## config.mk

```make
export PLATFORM = sky130hd
export DESIGN_NAME = sample_pipe
export DESIGN_NICKNAME = d
export VERILOG_FILES = /design/src/rtl/sample_pkg.sv /design/src/rtl/sample_lane_fn.sv /design/src/rtl/sample_pipe.sv
export SDC_FILE = /design/constraint.sdc
export NUM_CORES = 1
export LEC_CHECK = 0
export ABC_AREA = 1
export BUFFER_PORTS_ARGS = -buffer_cell sky130_fd_sc_hd__clkbuf_2
export CORE_AREA = 2 2 91 93
export DETAILED_ROUTE_END_ITERATION = 10
export DIE_AREA = 0 0 93 95
export PLACE_DENSITY = 0.74
export SYNTH_ARGS = -nofsm -noshare
export SYNTH_HDL_FRONTEND = slang
export SYNTH_SLANG_ARGS = --single-unit
export TNS_END_PERCENT = 100
```

## constraint.sdc

```tcl
create_clock -name clk -period 8.8 [get_ports clk]
set_input_delay 0.88 -clock clk [delete_from_list [all_inputs] [get_ports clk]]
set_output_delay 0.88 -clock clk [all_outputs]
set_load 0.1 [all_outputs]
```

## src/rtl/sample_pkg.sv

```systemverilog
// Shared definitions for the sample_pipe slice.
//   MAX_WIDTH   - widest lane count any instance may use
//   MAX_STAGES  - deepest pipeline any instance may use
//   POPCNT_W    - width of a popcount over MAX_WIDTH lanes
//   res_max_t   - o/p/q result bundle at maximum width; instances declare
//                 their own WIDTH-sized copy of the same layout
//   popcnt()    - number of set bits in a MAX_WIDTH vector
package sample_pkg;

  localparam int MAX_WIDTH  = 64;
  localparam int MAX_STAGES = 4;
  localparam int POPCNT_W   = $clog2(MAX_WIDTH + 1);

  typedef struct packed {
    logic [MAX_WIDTH-1:0] o;
    logic [MAX_WIDTH-1:0] p;
    logic [MAX_WIDTH-1:0] q;
  } res_max_t;

  function automatic logic [POPCNT_W-1:0] popcnt(input logic [MAX_WIDTH-1:0] vec);
    logic [POPCNT_W-1:0] sum;
    sum = '0;
    for (int i = 0; i < MAX_WIDTH; i++) begin
      sum = sum + POPCNT_W'(vec[i]);
    end
    return sum;
  endfunction

endpackage

```

## src/rtl/sample_lane_fn.sv

```systemverilog
// Combinational evaluation of the sample logic cone over WIDTH lanes.
// Every lane is independent and identical.
// Ports:
//   a..f  in   WIDTH  operand lanes
//   o,p,q out  WIDTH  result lanes
module sample_lane_fn
  import sample_pkg::*;
#(
  parameter int WIDTH = 8
) (
  input  logic [WIDTH-1:0] a,
  input  logic [WIDTH-1:0] b,
  input  logic [WIDTH-1:0] c,
  input  logic [WIDTH-1:0] d,
  input  logic [WIDTH-1:0] e,
  input  logic [WIDTH-1:0] f,
  output logic [WIDTH-1:0] o,
  output logic [WIDTH-1:0] p,
  output logic [WIDTH-1:0] q
);

  logic [WIDTH-1:0] g, h, i, j, k, l, m, n;

  assign g = a | d;
  assign h = a & c;
  assign i = ~c;
  assign j = d | e | f;
  assign k = g | h | i;
  assign l = h & i & j;
  assign m = i & j;
  // n is logically zero (h needs c, i needs ~c) but the full cone is kept
  // so the netlist matches the original single-bit logic.
  assign n = l & m;

  assign o = b & h & k;
  assign p = ~g;
  assign q = ~n;

endmodule

```

## src/rtl/sample_pipe.sv

```systemverilog
// Pipelined, WIDTH-lane version of the sample cone with a valid/ready
// handshake and a saturating counter of set o lanes on output transfers.
// Ports:
//   clk, rst_n            clock, asynchronous active-low reset
//   in_valid / in_ready   input handshake (in_ready combinational from out_ready)
//   a..f                  WIDTH-bit operands
//   out_valid / out_ready output handshake
//   o, p, q               WIDTH-bit results from the last stage
//   cnt_clr               synchronous clear of o_cnt (wins over a transfer)
//   o_cnt, o_cnt_sat      saturating count of set o bits, and its all-ones flag
module sample_pipe
  import sample_pkg::*;
#(
  parameter int WIDTH  = 8,
  parameter int STAGES = 2,
  parameter int CNT_W  = 16
) (
  input  logic             clk,
  input  logic             rst_n,
  input  logic             in_valid,
  output logic             in_ready,
  input  logic [WIDTH-1:0] a,
  input  logic [WIDTH-1:0] b,
  input  logic [WIDTH-1:0] c,
  input  logic [WIDTH-1:0] d,
  input  logic [WIDTH-1:0] e,
  input  logic [WIDTH-1:0] f,
  output logic             out_valid,
  input  logic             out_ready,
  output logic [WIDTH-1:0] o,
  output logic [WIDTH-1:0] p,
  output logic [WIDTH-1:0] q,
  input  logic             cnt_clr,
  output logic [CNT_W-1:0] o_cnt,
  output logic             o_cnt_sat
);

  typedef struct packed {
    logic [WIDTH-1:0] o;
    logic [WIDTH-1:0] p;
    logic [WIDTH-1:0] q;
  } res_t;

  localparam int SUM_W = CNT_W + POPCNT_W;
  localparam logic [SUM_W-1:0] CNT_MAX = SUM_W'((64'd1 << CNT_W) - 64'd1);

  logic [WIDTH-1:0] lane_o, lane_p, lane_q;
  res_t             lane_res;
  res_t             stg [STAGES];
  logic [STAGES-1:0] v;
  logic [STAGES-1:0] adv;

  sample_lane_fn #(.WIDTH(WIDTH)) u_lane_fn (
    .a (a),
    .b (b),
    .c (c),
    .d (d),
    .e (e),
    .f (f),
    .o (lane_o),
    .p (lane_p),
    .q (lane_q)
  );

  assign lane_res = '{o: lane_o, p: lane_p, q: lane_q};

  // A stage advances when the consumer takes the output or when any stage
  // from it to the end is empty; written directly from v so the chain has
  // no combinational feedback through adv itself.
  always_comb begin
    // NOTE: every always_comb target gets a default first so no path can
    // leave it unassigned and infer a latch.
    adv = '0;
    for (int s = 0; s < STAGES; s++) begin
      adv[s] = out_ready;
      for (int t = s; t < STAGES; t++) begin
        if (!v[t]) adv[s] = 1'b1;
      end
    end
  end

  assign in_ready = adv[0];

  for (genvar s = 0; s < STAGES; s++) begin : g_stage
    // NOTE: stage data is reset along with the valid bits so outputs read
    // zero during and after reset, not stale in-flight values.
    always_ff @(posedge clk or negedge rst_n) begin
      if (!rst_n) begin
        // NOTE: sequential state uses non-blocking assignments so every
        // stage samples its predecessor's pre-edge value.
        v[s]   <= 1'b0;
        stg[s] <= '0;
      end else if (adv[s]) begin
        if (s == 0) begin
          v[s]   <= in_valid & in_ready;
          stg[s] <= lane_res;
        end else begin
          v[s]   <= v[s-1];
          stg[s] <= stg[s-1];
        end
      end
    end
  end

  assign out_valid = v[STAGES-1];
  assign o         = stg[STAGES-1].o;
  assign p         = stg[STAGES-1].p;
  assign q         = stg[STAGES-1].q;

  // Counter: sum is wide enough to hold o_cnt plus a full popcount, so the
  // comparison against CNT_MAX sees true overflow instead of a wrap.
  logic [SUM_W-1:0] cnt_sum;

  always_comb begin
    cnt_sum = SUM_W'(o_cnt) + SUM_W'(popcnt(MAX_WIDTH'(o)));
  end

  always_ff @(posedge clk or negedge rst_n) begin
    if (!rst_n) begin
      o_cnt <= '0;
    end else if (cnt_clr) begin
      o_cnt <= '0;
    end else if (out_valid && out_ready) begin
      o_cnt <= (cnt_sum > CNT_MAX) ? CNT_MAX[CNT_W-1:0] : cnt_sum[CNT_W-1:0];
    end
  end

  assign o_cnt_sat = &o_cnt;

endmodule

```

==> run summary <==
crit path max fanout = 34
CP required = 7.92 ns
Final Hold Viols = 0
I/O Pins = 96
total track usage = 17.4%
Setup crit start = out_ready
Setup crit start kind = input port
Syn Area/Cell = 8.46 sq um
max_slew headroom = 25.3%
vias per cell = 4.79
CTS Root Cell = clkbuf_8
Critical R2R Launch = o[0]
First-pass DRT Iterations = 4
core area = 7930 sq um
Mapped Area = 3320 sq um
Die Y = 95 um
n_diodes = 0
cell taking the most area after synthesis = dfrtp_1
Fill cells = 815
final setup fails = 0
share of cells above drive strength 1 = 27.6%
hold path startpoint = v[0]
area fraction of the dominant cell type after synthesis = 49.7%
most frequent cells in the layout = 145 x nand2_1, 78 x clkbuf_2, 66 x dfrtp_1
grt total ovfl = 0
Clock Skew = 0.0127 ns
1st-iter DRT viols = 126
row cnt = 33
Port Buffers = 79
TritonCTS clock tree = built
RSZ-0062 raised after global routing = no
Inserted Clock Buffers = 9
pwr/cell area = 202 nW/um^2
Reg clk slew, reported paths = 0.08 ns
Skew-Pair Late Insertion Delay = 0.35 ns
Least-Margin Pin Slew = 1.12 ns
syn_nets = 457
Max Cap Viol = 0
CTS Hold Buffers Added = 0
clock sink count = 66
crit path DAT = 2.93 ns
synth warn = 0
crit share post-route = 43.3%
Remaining DRCs = 0
post-synthesis register bit count = 66
GPL Wtd Cong = 0.864
first-pass GRT wire length = 12.0 mm
vias in the first global route = 2586
post-synthesis sequential area ratio = 49.7%
Final min period = 3.81 ns
outcome = finished, final reports clean
Area Overhead vs Synth = 15.3%
cts repair resizes = 0
Die X = 93 um
Slew Limit Fails = 0
H-tree Lvls = 3
Max IR drop VDD = 0.119 mV
synth top area cells = dfrtp_1 50%, nand2_1 16%, buf_4 5.4%
Post-Synthesis Cells = 393
initial cell density of the core = 41.9%
Post-Route WL = 7.04 mm
Setup TNS = 0 ns
Hold Path Class = reg -> reg
largest net degree at the start of global routing = 67
total power = 0.775 mW
most common cell after layout, fill and taps aside = nand2_1
Leak = 2.03 nW
NumNets Final = 516
initial antenna violation count = 0
crit path kind = in -> out
Max clock buf depth = 2
count of cell types in the netlist = 28
post-DP HPWL = 5.10 mm
Routed Antenna Nets = 0
post-CTS setup repair buffer count = 0
Worst Setup End Kind = primary output
vias = 2694
DR WL/cell = 12.5 um
FMAX = 262 MHz
full die area = 8840 sq um
## path summary, 6_finish.rpt
kind	to	slack, ns	cells after the start
setup / recovery	in_ready	4.99	6
hold / removal	out_valid	0.46	2
setup reg to reg	o_cnt[12]	5.19	15
hold reg to reg	out_valid	0.46	2
max in group asynchronous	stg[47]	7.54	2
min in group asynchronous	o_cnt[14]	0.71	2
## cell type report
class	instances	area, sq um	area share (%)
Clock inverter	6	50.0	1.31
Sequential cell	66	1650	43.1
Multi-Input combinational cell	259	1320	34.4
Clock buffer	10	138	3.59
Inverter	35	134	3.49
Timing Repair Buffer	81	410	10.7
Tap cell	105	131	3.43
## sequential cells by signal, indices dropped and copies added, names as in the netlist
| register | count |
|---|---|
| q | 8 |
| p | 8 |
| v | 1 |
| o_cnt | 16 |
| o | 8 |
| stg | 24 |
| out_valid | 1 |
## worst max-delay path: stages
cell and delay, ns:
clkbuf_2 0.09, nor2_1 0.16, inv_2 0.23, nor2_2 0.91, inv_2 0.20, clkbuf_2 0.44
## per-stage QoR
stage                     setup WS (ns)  hold slack, ns  util, %  instances  area, sq um
final                              4.99           0.457     48.3        562         3830
after global routing               4.70           0.477     48.3        562         3830
after CTS                          4.93           0.454     48.3        562         3830
after detailed placement           4.96           0.446     46.0        546         3640
after global placement             4.95           0.446     46.0        546         3640
after floorplan                    4.45           0.433        -        393         3320
## Yosys cell counts (all sizes together)
master / n
a21oi: 2
buf: 30
clkbuf: 3
dfrtp: 66
fa: 5
ha: 6
inv: 35
nand2: 150
nand3: 22
nand3b: 2
nand4: 2
nor2: 15
nor3: 5
o211ai: 5
o21ai: 26
o31ai: 8
or2: 9
xor2: 2
## cells by family after synthesis
kind of cell	count (synthesis)	share of synthesized area (%)
xor+xnor	2	0.527
compound gates	41	7.49
simple gates	205	26.3
fa+ha+maj	11	5.27
flops	66	49.7
buf+inv	68	10.7
## metal layers
layer	wire, um	up-vias	global-route usage, %
li1	-	1338	-
met1	3130	1264	22.3
met2	3350	82	28.7
met3	451	10	4.23
met4	102	0	6.37
met5	0	-	0
## where the power goes
group	switching [mW]	internal [mW]
sequential	0.0131	0.323
combinational	0.163	0.0389
clock	0.125	0.113
total	0.301	0.474
No activity file was read; power rests on OpenSTA's default activity.
